**config.mk**
```make
export PLATFORM = sky130hd
export DESIGN_NAME = fft_8p_frame_loader_flat
export DESIGN_NICKNAME = d
export VERILOG_FILES = /design/src/rtl/fft_8p_frame_loader_if.sv /design/src/rtl/fft_8p_frame_loader.sv /design/src/flat_wrapper.sv
export SDC_FILE = /design/constraint.sdc
export NUM_CORES = 1
export LEC_CHECK = 0
export CELL_PAD_IN_SITES_DETAIL_PLACEMENT = 1
export CELL_PAD_IN_SITES_GLOBAL_PLACEMENT = 2
export CORE_MARGIN = 4
export CORE_UTILIZATION = 36
export CTS_BUF_LIST = sky130_fd_sc_hd__clkbuf_2
export CTS_CLUSTER_DIAMETER = 120
export DETAILED_ROUTE_END_ITERATION = 10
export HOLD_SLACK_MARGIN = 0.06
export PLACE_DENSITY_LB_ADDON = 0.08
export SLEW_MARGIN = 40
export SYNTH_ARGS = -nofsm -noshare
export SYNTH_HDL_FRONTEND = slang
export SYNTH_SLANG_ARGS = --single-unit
```
**constraint.sdc**
```tcl
create_clock -name clk -period 5.7 [get_ports clk]
set_input_delay 1.14 -clock clk [delete_from_list [all_inputs] [get_ports clk]]
set_output_delay 1.14 -clock clk [all_outputs]
set_load 0.1 [all_outputs]
```
**src/rtl/fft_8p_frame_loader_if.sv**
```systemverilog
// Stream-in / frame-out bundle for fft_8p_frame_loader: serial complex samples in,
// packed N-point frame plus start/frame_err strobes out.
interface fft_8p_frame_loader_if #(
    parameter int DATA_WIDTH = 16,
    parameter int N          = 8
);
    logic                          s_valid;
    logic                          s_ready;
    logic signed [DATA_WIDTH-1:0]  s_real;
    logic signed [DATA_WIDTH-1:0]  s_imag;
    logic                          s_last;
    logic                          start;
    logic [N*DATA_WIDTH-1:0]       x_real;
    logic [N*DATA_WIDTH-1:0]       x_imag;
    logic                          frame_err;

    modport master (
        output s_valid, s_real, s_imag, s_last,
        input  s_ready, start, x_real, x_imag, frame_err
    );

    modport slave (
        input  s_valid, s_real, s_imag, s_last,
        output s_ready, start, x_real, x_imag, frame_err
    );
endinterface

```
**src/rtl/fft_8p_frame_loader.sv**
```systemverilog
// Serial-to-parallel frame loader feeding fft_8p: fills an N-slot buffer, fires start, holds the frame.
// Define FFT_FRAME_LOADER_DBUF_EN for ping-pong buffering (fill next frame while the FFT consumes this one).
module fft_8p_frame_loader #(
    parameter int DATA_WIDTH  = 16,
    parameter int N           = 8,
    parameter int FFT_LATENCY = 2
) (
    input  logic                  clk,
    input  logic                  arst_n,
    fft_8p_frame_loader_if.slave  bus
);
    localparam int IDX_W = (N > 1) ? $clog2(N) : 1;
    localparam int CNT_W = (FFT_LATENCY > 1) ? $clog2(FFT_LATENCY) : 1;
    localparam logic [IDX_W-1:0] IDX_LAST = IDX_W'(N - 1);
    localparam logic [CNT_W-1:0] CNT_LAST = CNT_W'((FFT_LATENCY > 0) ? FFT_LATENCY - 1 : 0);
`ifdef FFT_FRAME_LOADER_DBUF_EN
    localparam logic DBUF = 1'b1;
`else
    localparam logic DBUF = 1'b0;
`endif

    typedef enum logic [1:0] {FILL, FIRE, WAIT} state_t;

    state_t           state_q, state_d;
    logic [IDX_W-1:0] idx_q, idx_d;
    logic [CNT_W-1:0] cnt_q, cnt_d;
    logic             start_q, start_d;
    logic             err_q, err_d;
    logic             wr_bank_q, wr_bank_d;
    logic             rd_bank_q, rd_bank_d;
    logic             pend_q, pend_d;
    logic             pend_err_q, pend_err_d;
    logic             ready, beat, complete, free, fire, wr_en;

    logic [DATA_WIDTH-1:0] buf_real [2][N];
    logic [DATA_WIDTH-1:0] buf_imag [2][N];

    // A pending full bank blocks the writer; single-bank mode only accepts while filling.
`ifdef FFT_FRAME_LOADER_DBUF_EN
    assign ready = ~pend_q;
`else
    assign ready = (state_q == FILL);
`endif

    assign beat     = bus.s_valid & ready;
    assign complete = beat && (idx_q == IDX_LAST);
    assign free     = (state_q == FILL)
                   || (state_q == WAIT && cnt_q == CNT_LAST)
                   || (state_q == FIRE && FFT_LATENCY == 0);
    assign fire     = (complete || pend_q) && free;

    // NOTE: every always_comb output gets a default first so no path can infer a latch.
    always_comb begin
        state_d    = state_q;
        idx_d      = idx_q;
        cnt_d      = cnt_q;
        start_d    = 1'b0;
        err_d      = 1'b0;
        wr_bank_d  = wr_bank_q;
        rd_bank_d  = rd_bank_q;
        pend_d     = pend_q;
        pend_err_d = pend_err_q;
        wr_en      = 1'b0;

        if (beat) begin
            if (complete) begin
                wr_en = 1'b1;
                idx_d = '0;
            end else if (bus.s_last) begin
                idx_d = '0;
                err_d = 1'b1;
            end else begin
                wr_en = 1'b1;
                idx_d = idx_q + 1'b1;
            end
        end

        case (state_q)
            FIRE: begin
                state_d = (FFT_LATENCY == 0) ? FILL : WAIT;
                cnt_d   = '0;
            end
            WAIT: begin
                if (cnt_q == CNT_LAST) begin
                    state_d = FILL;
                    cnt_d   = '0;
                end else begin
                    cnt_d = cnt_q + 1'b1;
                end
            end
            default: ;
        endcase

        // The filled bank becomes the read bank; the writer moves to the other one.
        if (fire) begin
            state_d   = FIRE;
            cnt_d     = '0;
            start_d   = 1'b1;
            rd_bank_d = wr_bank_q;
            wr_bank_d = wr_bank_q ^ DBUF;
            pend_d    = 1'b0;
            err_d     = complete ? ~bus.s_last : pend_err_q;
        end else if (complete) begin
            pend_d     = 1'b1;
            pend_err_d = ~bus.s_last;
        end
    end

    // NOTE: sequential state uses non-blocking assignments so every register samples pre-edge values.
    always_ff @(posedge clk or negedge arst_n) begin
        if (!arst_n) begin
            state_q    <= FILL;
            idx_q      <= '0;
            cnt_q      <= '0;
            start_q    <= 1'b0;
            err_q      <= 1'b0;
            wr_bank_q  <= 1'b0;
            rd_bank_q  <= 1'b0;
            pend_q     <= 1'b0;
            pend_err_q <= 1'b0;
        end else begin
            state_q    <= state_d;
            idx_q      <= idx_d;
            cnt_q      <= cnt_d;
            start_q    <= start_d;
            err_q      <= err_d;
            wr_bank_q  <= wr_bank_d;
            rd_bank_q  <= rd_bank_d;
            pend_q     <= pend_d;
            pend_err_q <= pend_err_d;
        end
    end

    // NOTE: the buffer is reset on purpose: the frame outputs must read zero right after reset.
    always_ff @(posedge clk or negedge arst_n) begin
        if (!arst_n) begin
            for (int b = 0; b < 2; b++) begin
                for (int k = 0; k < N; k++) begin
                    buf_real[b][k] <= '0;
                    buf_imag[b][k] <= '0;
                end
            end
        end else if (wr_en) begin
            buf_real[wr_bank_q][idx_q] <= bus.s_real;
            buf_imag[wr_bank_q][idx_q] <= bus.s_imag;
        end
    end

    always_comb begin
        bus.x_real = '0;
        bus.x_imag = '0;
        for (int k = 0; k < N; k++) begin
            bus.x_real[k*DATA_WIDTH +: DATA_WIDTH] = buf_real[rd_bank_q][k];
            bus.x_imag[k*DATA_WIDTH +: DATA_WIDTH] = buf_imag[rd_bank_q][k];
        end
    end

    assign bus.s_ready   = ready;
    assign bus.start     = start_q;
    assign bus.frame_err = err_q;
endmodule

```
**src/flat_wrapper.sv**
```systemverilog
// flat-port wrapper written by rule: the top's interface ports become plain ports
module fft_8p_frame_loader_flat 
#(
    parameter int DATA_WIDTH  = 16,
    parameter int N           = 8,
    parameter int FFT_LATENCY = 2
)
  (clk, arst_n, bus_s_valid, bus_s_real, bus_s_imag, bus_s_last, bus_s_ready, bus_start, bus_x_real, bus_x_imag, bus_frame_err);
  fft_8p_frame_loader_if #(.DATA_WIDTH(DATA_WIDTH), .N(N)) bus_i ();
  input  logic clk;
  input  logic arst_n;
  input wire logic [$bits(bus_i.s_valid)-1:0] bus_s_valid;
  input wire logic [$bits(bus_i.s_real)-1:0] bus_s_real;
  input wire logic [$bits(bus_i.s_imag)-1:0] bus_s_imag;
  input wire logic [$bits(bus_i.s_last)-1:0] bus_s_last;
  output wire logic [$bits(bus_i.s_ready)-1:0] bus_s_ready;
  output wire logic [$bits(bus_i.start)-1:0] bus_start;
  output wire logic [$bits(bus_i.x_real)-1:0] bus_x_real;
  output wire logic [$bits(bus_i.x_imag)-1:0] bus_x_imag;
  output wire logic [$bits(bus_i.frame_err)-1:0] bus_frame_err;
  assign bus_i.s_valid = bus_s_valid;
  assign bus_i.s_real = bus_s_real;
  assign bus_i.s_imag = bus_s_imag;
  assign bus_i.s_last = bus_s_last;
  assign bus_s_ready = bus_i.s_ready;
  assign bus_start = bus_i.start;
  assign bus_x_real = bus_i.x_real;
  assign bus_x_imag = bus_i.x_imag;
  assign bus_frame_err = bus_i.frame_err;
  fft_8p_frame_loader #(.DATA_WIDTH(DATA_WIDTH), .N(N), .FFT_LATENCY(FFT_LATENCY)) u_core (.clk(clk), .arst_n(arst_n), .bus(bus_i));
endmodule
```
# == Word-level counts from Yosys, hierarchy flattened ==
# Index checks and enable logic that the tools add are counted.
# classes
magnitude_cmp,2
n_bitwise,3
n_eq_ne,4
n_addsub,2
n_mux,23
reduce_logical,10
# ops
op,n
bitwise mux 256 bit,2
demux 16 bit (select 3 bit),1
2-to-1 mux 16 bit,1
2-to-1 mux 1 bit,13
2-to-1 mux 3 bit,2
>= comparator 4 bit (second input constant),1
logical AND 1 bit,4
less-than comparator 4 x 1 -> 1 bit (second input constant),1
2-to-1 mux 2 bit,2
NOT 3 -> 4 bit,1
case mux 2 bit (2 select lines),1
adder 3 x 1 -> 3 bit (second input constant),1
== test 3 bit (second input constant),1
!= test 3 x 1 -> 1 bit (second input constant),1
nonzero test 3 bit,1
== test 2 x 1 -> 1 bit (second input constant),1
== test 2 bit (second input constant),1
zero test 2 bit,1
logical OR 1 bit,2
case mux 1 bit (2 select lines),1
AND reduction 2 bit,1
nonzero test 2 bit,1
adder 1 bit (second input constant),1
AND 1 bit,1
NOT 1 bit,1
# totals
regBits,522
elab_cells,83
input_bits,36
out_inout_bits,259

# == Logic depth before layout (Yosys ltp) ==
# Gate-level depths: netlist (run 1).
# logic_depth
ltp_word,7
depth_mapped,6
depth_no_buf,5

# == Worst setup path before layout (run 1) ==
# No wires, ideal clock.
# synth_timing
path_type,reg2reg
from,register u_core.state_q[0]
to,register u_core.buf_imag[146] in the netlist's numbering
path_slack_ns,3.053
stages_incl_launch_ff,7
t_required_ns,5.575
n_path_buf,1
t_arrival_ns,2.521
path_cell_list,dfrtp_1 > inv_1 > ha_1 > nand2_4 > nor4_4 > buf_6 > mux2_2
# synth_between
elab_chain_len,5
# synth_rtl
element,line_no,text
"start, declared",fft_8p_frame_loader.sv:24,"state_t state_q, state_d;"
"start signal, assigned",fft_8p_frame_loader.sv:122,state_q <= state_d;
zero test 2 bit *,fft_8p_frame_loader.sv:42,assign ready = (state_q == FILL);
net bus_s_ready,flat_wrapper.sv:16,output wire logic [$bits(bus_i.s_ready)-1:0] bus_s_ready;
AND 1 bit *,fft_8p_frame_loader.sv:45,assign beat = bus.s_valid & ready;
logical AND 1 bit,fft_8p_frame_loader.sv:46,assign complete = beat && (idx_q == IDX_LAST);
2-to-1 mux 1 bit,fft_8p_frame_loader.sv:66,if (complete) begin
2-to-1 mux 1 bit *,fft_8p_frame_loader.sv:65,if (beat) begin
"end signal, assigned by index",fft_8p_frame_loader.sv:145,buf_imag[wr_bank_q][idx_q] <= bus.s_imag;
"end, declared",fft_8p_frame_loader.sv:36,logic [DATA_WIDTH-1:0] buf_imag [2][N];
# Mark *: on every way through the listed nets, which the timed path passes. The rest lies on a longest branch.
# A chain may end at the register's enable or synchronous reset.

# == Final worst setup path (run 1) ==
# layout_timing
from,register u_core.state_q[0]
to,output bus_s_ready
# layout_between
elab_chain_len,1
# layout_rtl
element,line_no
zero test 2 bit,fft_8p_frame_loader.sv:42
"end, declared",flat_wrapper.sv:16
# No other way between the ends.

==> results of run 1 <==
[Yosys cell counts, drive strengths merged]
library cell and instances:
a21o 1, a21oi 3, a22o 2, a22oi 1, a31oi 1, and2 2, and2b 1, buf 25
clkbuf 1, dfrtp 266, ha 4, inv 3, mux2 258, nand2 4, nand2b 2, nand3 5
nand3b 2, nand4 1, nand4b 1, nor2 4, nor2b 1, nor3 4, nor3b 2, nor4 1
o21ai 1, o22ai 1
[path summary, 6_finish.rpt]
check | from | to | slack [ns] | cells past startpoint
setup / recovery | u_core.state_q[0] | bus_s_ready | 2.49 | 3
min in group clk | u_core.pend_err_q | u_core.pend_err_q | 0.42 | 0
hold reg to reg | u_core.pend_err_q | u_core.pend_err_q | 0.42 | 0
setup reg to reg | u_core.idx_q[0] | u_core.buf_imag[231] | 2.76 | 6
hold / removal | arst_n | u_core.buf_imag[166] | 0.19 | 1
max in group asynchronous | arst_n | u_core.buf_imag[131] | 4.10 | 3
[state kept, by name, summed over array words and instances (netlist names)]
name,count
u_core.cnt_q,1
u_core.idx_q,3
u_core.bus.frame_err,1
u_core.state_q,2
u_core.buf_imag,128
u_core.bus.start,1
u_core.buf_real,128
u_core.pend_err_q,1
u_core.pend_q,1
[worst reg2reg max path, stage by stage (launching register included)]
cell	delay [ns]
dfrtp_1	0.58
ha_1	0.22
ha_1	0.23
nand2b_1	0.29
nand4_1	0.64
buf_4	0.52
mux2_2	0.34
[routing by layer]
layer,part of all wire,vias up,GRT usage
met3,0.084,44,0.0666
met5,0,-,0
li1,-,2870,-
met1,0.40,3328,0.225
met2,0.49,232,0.314
met4,0.023,0,0.0697
[cell type report]
type,count,area [sq um]
Clock buffer,113,566
Multi-Input combinational cell,302,3270
Sequential cell,266,6660
Antenna cell,1,2.50
Tap cell,372,465
Fill cell,2883,14400
Inverter,3,11.3
Clock inverter,8,56.3
Timing Repair Buffer,306,1780
[through the flow]
step | hold WS [ns] | instances
final | 0.188 | 1371
after detailed placement | 0.386 | 1248
after global placement | 0.380 | 1245
after global routing | 0.0854 | 1371
after CTS | 0.300 | 1369
after floorplan | 0.443 | 597
[cells by family (layout without fill, tap and decap cells)]
group,count (synthesis),in the layout,synth area share
buffers and inverters,29,430,0.0165
adders and majority gates,4,4,0.00497
other,0,1,0
DFF,266,266,0.662
and+or+nand+nor,30,30,0.0216
muxes,258,258,0.289
AOI/OAI and AO/OA,10,10,0.00647
==> out/qor.csv, run 1 <==
stage,metric,value,unit
die,std_cell_rows,60,
sta,fmax,312,MHz
critical_path,cp-start-kind,flop,
min_path,hold_path.class,input port to asynchronous set/reset pin,
layout,final_cell_area,12800,sq um
die,io_pins,295,
critical_path,cpPeakStageDelay,0.50,ns
sta,grt_setup_unrepaired,false,
clock_network,clock_sinks,266,
die,die_y,175,um
die,design.core.area,27300,sq um
critical_path,worst-path-max-fanout,6,
critical_path,crit_arrival,2.07,ns
clock_network,cts.reportedPaths.clkPinSlew,0.11,ns
sta,slew_violations,0,
layout,fin_util,0.470,
clock_network,htreeDepth,3,
drt,num_vias,6474,
sta,setup_violations,0,
clock_network,clock_latency,0.78,ns
layout,mostFrequentLayoutCells,"266 x dfrtp_1, 259 x buf_2, 245 x mux2_2",
drt,drc_errors,0,
clock_network,cts_tree,built,
clock_network,post_cts_buffers,0,
layout,layout-area-overhead-vs-synth,27.3,%
run,max_cap_viol_count,0,
run_status,status,completed,
grt,grt_use_total,0.188,
die,start_util,0.369,
drt,postRouteAntennaNets,0,
sta,skew,0.0412,ns
layout,fin_nets,991,
synth,ys_seq_area_frac,0.662,
synth,synth_area,10100,sq um
placement,post-place-ws,1.94,ns
sta,setup_tns,0,ns
sta,hold_viol,0,
clock_network,cts_resized,0,
synth,yosysTopAreaCell,dfrtp_1,
die,die_w,175,um
critical_path,slowest_stage,buf_2,
drt,viasPerCell,4.72,
critical_path,cp-end-kind,output port,
grt,grt_pass1_vias,7329,
critical_path,critPathBufInv,2,
synth,synth.ff_latch_count,266,
synth,postSynthCellCount,597,
placement,gp_routability_congestion,0.772,
die,dieArea,30700,sq um
synth,synth_top_area_frac,0.662,
clock_network,cts_root_buffer,clkbuf_2,
placement,place_hpwl,20200,um
sta,fin_ws,2.49,ns
placement,io_buffers,294,
layout,final_common_cell,dfrtp_1,
critical_path,path_cells,"inv_1, ha_1, buf_2",
sta,worst_pin_slew,0.737,ns
clock_network,numCtsBuffers,72,
sta,slew_headroom,0.507,
drt,wl_per_cell,21.3,um
placement,postPlaceCellArea,12200,sq um
drt,drt-total-wl,29300,um
drt,drtPass1Iterations,4,
grt,antenna_found_initial,1,
synth,yosys_warnings,0,
layout,drive_gt1_frac,0.642,
critical_path,crit_required,4.56,ns
grt,grt_max_degree,122,
grt,grt_pass1_wl,44700,um
sta,fin_crit_sh,0.562,
clock_network,clockBufferDepth,3,
synth,synthTopCellsByArea,"dfrtp_1 66%, mux2_2 27%, mux2_1 1.5%, buf_2 0.95%, ha_1 0.50%",
critical_path,critical_path_class,flop to output port,
sta,post-route-min-period,3.21,ns
synth,syn_area_per_cell,16.9,sq um
synth,yosysUniqueCellTypes,32,
grt,grt_remaining_overflow,0,
critical_path,cp_top_family,buffers and inverters,
clock_network,ctsHoldBuffers,0,
drt,drtIter0Drc,197,
synth,synth_fp_nets,637,
Power of run 1 is left out: the tool's default activity adds up to more than one toggle a clock period on the data nets, which glitch-free logic cannot reach.
==> run 2, diff against run 1 <==
--- a/config.mk
+++ b/config.mk
@@ -8,7 +8,7 @@
 export CELL_PAD_IN_SITES_DETAIL_PLACEMENT = 1
 export CELL_PAD_IN_SITES_GLOBAL_PLACEMENT = 2
 export CORE_MARGIN = 4
-export CORE_UTILIZATION = 36
+export CORE_UTILIZATION = 30
 export CTS_BUF_LIST = sky130_fd_sc_hd__clkbuf_2
 export CTS_CLUSTER_DIAMETER = 120
 export DETAILED_ROUTE_END_ITERATION = 10
==> constraint.sdc (replaced) <==
create_clock -name clk -period 2.9 [get_ports clk]
set_input_delay 0.58 -clock clk [delete_from_list [all_inputs] [get_ports clk]]
set_output_delay 0.58 -clock clk [all_outputs]
set_load 0.1 [all_outputs]
==> run 2 against run 1 <==
Net effect:
- clock skew up 0.016 ns
- sequential cell count did not move
- routed wire length is 6.5% higher
- count of clock-buffer cells in the layout shrank 4
- non-clock buffer count grew 8
- final cell count is 6.4% higher
- die area up 19%
- register-to-register slack got worse by 2.2 ns
- cell area is 7.3% higher
- worst hold slack better by 0.16 ns
- sequential share of layout area is 3.5 points lower
==> out/qor.csv, run 2 (synthesis results as in run 1) <==
stage,metric,value,unit
sta,fmax,391,MHz
critical_path,cp-end-kind,output port,
grt,antenna_found_initial,1,
sta,hold_viol,0,
layout,final_common_cell,buf_4,
sta,worst_pin_slew,0.613,ns
layout,drive_gt1_frac,0.637,
grt,grt_pass1_wl,46900,um
min_path,hold_path.class,input port to asynchronous set/reset pin,
drt,wl_per_cell,21.4,um
critical_path,r2r-start,u_core.idx_q[0],
drt,postRouteAntennaNets,0,
critical_path,worst-path-max-fanout,6,
sta,slew_headroom,0.592,
placement,post-place-ws,0.445,ns
die,die_w,191,um
critical_path,rrSetupSlack,0.52,ns
clock_network,numCtsBuffers,76,
clock_network,clock_sinks,266,
sta,post-route-min-period,2.56,ns
placement,io_buffers,294,
critical_path,reg2reg_depth,6,
layout,final-seq-area,6660,sq um
die,die_y,191,um
critical_path,startpoint,u_core.state_q[0],
sta,slew_violations,0,
layout,fin_nets,1003,
sta,setup_violations,0,
critical_path,crit_required,2.32,ns
critical_path,rr_endpoint,u_core.buf_imag[235],
drt,drc_errors,0,
critical_path,cp-start-kind,flop,
layout,mostFrequentLayoutCells,"272 x buf_4, 266 x dfrtp_1, 245 x mux2_2",
layout,multiInputGateArea,3250,sq um
critical_path,critical_path_class,flop to output port,
layout,reg.largest.list,"u_core.buf_imag (128), u_core.buf_real (128), u_core.idx_q (3)",
critical_path,crit_arrival,1.98,ns
grt,grt_remaining_overflow,0,
drt,num_vias,6644,
grt,grt_max_degree,75,
drt,drt-total-wl,31200,um
drt,viasPerCell,4.55,
die,std_cell_rows,66,
sta,timing.hold.ws,0.347,ns
sta,setup_tns,0,ns
layout,nFillCells,3456,
critical_path,endpoint,bus_s_ready,
placement,place_hpwl,21400,um
die,design.core.area,32800,sq um
clock_network,cts_root_buffer,clkbuf_2,
sta,grt_setup_unrepaired,false,
drt,drtPass1Iterations,4,
clock_network,clockBufferDepth,3,
clock_network,clock_latency,0.83,ns
die,io_pins,295,
clock_network,htreeDepth,3,
drt,drtIter0Drc,160,
run,max_cap_viol_count,0,
sta,fin_crit_sh,0.882,
die,dieArea,36500,sq um
clock_network,cts_tree,built,
sta,skew,0.0571,ns
grt,grt_use_total,0.169,
layout,layout-area-overhead-vs-synth,36.5,%
placement,gp_routability_congestion,0.770,
sta,fin_ws,0.342,ns
clock_network,cts.reportedPaths.clkPinSlew,0.10,ns
die,start_util,0.307,
grt,grt_pass1_vias,7666,
run_status,status,completed,
[run 2: changes by cell type in the layout (fill, tap and decap cells not counted), sizes merged]
cell,previous run,this run
bufinv,1,4
clkinv,5,16
clkbuf,113,109
buf,272,279
diode,1,3
dlygate4sd3,0,1
inv,5,3
[run 2: cell type report]
| type | instances | area share |
|---|---|---|
| sequential | 266 | 0.485 |
| timing repair buffer | 314 | 0.184 |
| tap | 442 | 0.0403 |
| clock buffer | 109 | 0.0397 |
| multi-input combinational | 302 | 0.237 |
| inverter | 3 | 0.000820 |
| antenna | 3 | 0.000546 |
| clock inverter | 20 | 0.0132 |
[run 2: what timing repair did]
item	4_1_cts	5_1_grt
endpoints found under the hold margin	69	0
setup buffers	0	0
resized for setup	0	0
hold buffers	1	0
[run 2: worst min path at each step]
stage,startpoint,endpoint,slack [ns],cells after the start
detailed placement,u_core.pend_err_q,u_core.pend_err_q,0.39,0
floorplan,arst_n,u_core.buf_imag[128],0.28,0
global placement,u_core.pend_err_q,u_core.pend_err_q,0.39,0
global route,arst_n,u_core.buf_imag[163],0.26,2
CTS,arst_n,u_core.buf_imag[163],0.25,2
finish,arst_n,u_core.buf_imag[163],0.35,2
[run 2: stage by stage]
stage | instances | instance area (sq um) | utilization
after floorplan | 597 | 10100 | -
after global placement | 1326 | 13000 | 0.396
after detailed placement | 1326 | 13000 | 0.396
after CTS | 1456 | 13700 | 0.419
after global routing | 1459 | 13700 | 0.419
final | 1459 | 13700 | 0.419
[run 2: worst max-delay path: stages, from the launching register on]
cell	delay, ns
dfrtp_1	0.39
inv_1	0.09
ha_1	0.34
buf_4	0.36
[run 2: per-layer routing]
metal | vias to the layer above | track usage | wire [um]
met3 | 56 | 0.0515 | 2080
met2 | 225 | 0.285 | 15600
met4 | 0 | 0.0624 | 769
met5 | - | 0 | 0
li1 | 2921 | - | -
met1 | 3442 | 0.205 | 12700
Power of run 2 is left out for the same reason.
==> run 3, diff against run 2 <==
--- a/config.mk
+++ b/config.mk
@@ -13,7 +13,7 @@
 export CTS_CLUSTER_DIAMETER = 120
 export DETAILED_ROUTE_END_ITERATION = 10
 export HOLD_SLACK_MARGIN = 0.06
-export PLACE_DENSITY_LB_ADDON = 0.08
+export PLACE_DENSITY = 0.84
 export SLEW_MARGIN = 40
 export SYNTH_ARGS = -nofsm -noshare
 export SYNTH_HDL_FRONTEND = slang
==> run 3 against run 2 <==
Net effect:
- worst hold slack lost 0.067 ns
- register-to-register slack is essentially flat
- fmax grew 2.5%
- first-iteration DRC count shrank 2.5%
- via count shrank 0.66%
- routed wire length shrank 5.0%
- count of clock-buffer cells in the layout grew 7
- utilization shrank 0.42 points
- largest cell class unchanged
==> out/qor.csv, run 3 (synthesis results as in run 1) <==
stage,metric,value,unit
run_status,status,completed,
layout,reg.largest.list,"u_core.buf_imag (128), u_core.buf_real (128), u_core.idx_q (3)",
sta,skew,0.0419,ns
grt,grt_use_total,0.161,
drt,num_vias,6600,
clock_network,cts.reportedPaths.clkPinSlew,0.10,ns
critical_path,r2r-start,u_core.idx_q[0],
sta,slew_violations,0,
layout,fin_nets,1002,
critical_path,rr_endpoint,u_core.buf_real[227],
clock_network,clock_sinks,266,
die,die_y,191,um
sta,worst_pin_slew,0.448,ns
clock_network,clockBufferDepth,3,
placement,place_hpwl,20600,um
critical_path,startpoint,u_core.state_q[0],
drt,viasPerCell,4.55,
grt,grt_pass1_wl,45100,um
sta,slew_headroom,0.701,
clock_network,htreeDepth,3,
die,io_pins,295,
placement,gp_routability_congestion,0.746,
sta,hold_viol,0,
die,dieArea,36500,sq um
critical_path,cp-start-kind,flop,
clock_network,cts_resized,0,
sta,setup_violations,0,
critical_path,worst-path-max-fanout,6,
die,start_util,0.307,
grt,grt_max_degree,80,
critical_path,crit_required,2.32,ns
drt,postRouteAntennaNets,0,
placement,io_buffers,294,
critical_path,cpPeakStageDelay,0.38,ns
critical_path,path_cells,"inv_1, ha_1, buf_4",
critical_path,critPathBufInv,2,
critical_path,cp-end-kind,output port,
critical_path,crit_arrival,1.92,ns
drt,drtIter0Drc,156,
critical_path,rrSetupSlack,0.52,ns
min_path,hold_path.class,input port to asynchronous set/reset pin,
layout,drive_gt1_frac,0.646,
sta,grt_setup_unrepaired,false,
drt,wl_per_cell,20.4,um
grt,grt_remaining_overflow,0,
drt,drt-total-wl,29600,um
layout,mostFrequentLayoutCells,"276 x buf_4, 266 x dfrtp_1, 245 x mux2_2",
sta,setup_tns,0,ns
clock_network,numCtsBuffers,73,
clock_network,cts_tree,built,
sta,fin_crit_sh,0.861,
layout,layout-area-overhead-vs-synth,35.2,%
layout,final_common_cell,buf_4,
placement,post-place-ws,0.426,ns
clock_network,cts_root_buffer,clkbuf_2,
critical_path,critical_path_class,flop to output port,
sta,post-route-min-period,2.50,ns
sta,fmax,401,MHz
critical_path,cp_top_family,buffers and inverters,
drt,drc_errors,0,
critical_path,reg2reg_depth,6,
die,die_w,191,um
grt,grt_pass1_vias,7302,
run,max_cap_viol_count,0,
clock_network,clock_latency,0.80,ns
sta,fin_ws,0.403,ns
critical_path,slowest_stage,dfrtp_1,
grt,antenna_found_initial,1,
die,std_cell_rows,66,
die,design.core.area,32800,sq um
drt,drtPass1Iterations,4,
[run 3: cell count changes in the layout (fill, tap and decap cells not counted), sizes merged]
cell,before,now
buf,279,281
clkbuf,109,116
clkinv,16,4
inv,3,5
bufinv,4,0
diode,3,1
[run 3: timing repair]
action                                 in CTS  in global routing
hold buffers                                1                  0
buffers inserted                            0                  0
setup endpoints to repair                   0                  0
endpoints found under the hold margin     235                  0
[run 3: how the worst max path moves through the flow]
stage	endpoint	depth (start not counted)
final	bus_s_ready	3
after global routing	bus_s_ready	3
after CTS	bus_s_ready	3
after detailed placement	u_core.buf_imag[152]	5
after global placement	u_core.buf_real[145]	5
after floorplan	u_core.buf_imag[146]	6
[run 3: through the flow]
step                instance area, sq um  utilization  hold slack, ns  cells
detailed placement                 13000        0.396           0.396   1328
floorplan                          10100            -           0.284    597
CTS                                13600        0.415           0.146   1451
global route                       13600        0.415           0.183   1452
finish                             13600        0.415           0.280   1452
global placement                   13000        0.396           0.382   1328
[run 3: final cells by class]
class	count	area, sq um
diodes	1	2.50
clock inverters	6	22.5
well taps	442	553
repair buffers	316	2520
inverters	3	11.3
flip-flops and latches	266	6660
clock buffers	116	581
multi-input cells	302	3250
fillers	3451	19200
[run 3: worst register-to-register path, cell delays in order, from the launching register on]
cell and delay [ns]:
dfrtp_1 0.53, ha_1 0.27, ha_1 0.24, nand2b_1 0.24, nand4_1 0.19, buf_4 0.38, mux2_2 0.39
[run 3: layer usage]
metal | vias up | GRT usage | share of wire
li1 | 2895 | - | -
met1 | 3400 | 0.193 | 0.40
met2 | 247 | 0.264 | 0.49
met3 | 58 | 0.0670 | 0.090
met4 | 0 | 0.0533 | 0.023
met5 | - | 0 | 0
Power of run 3 is left out for the same reason.
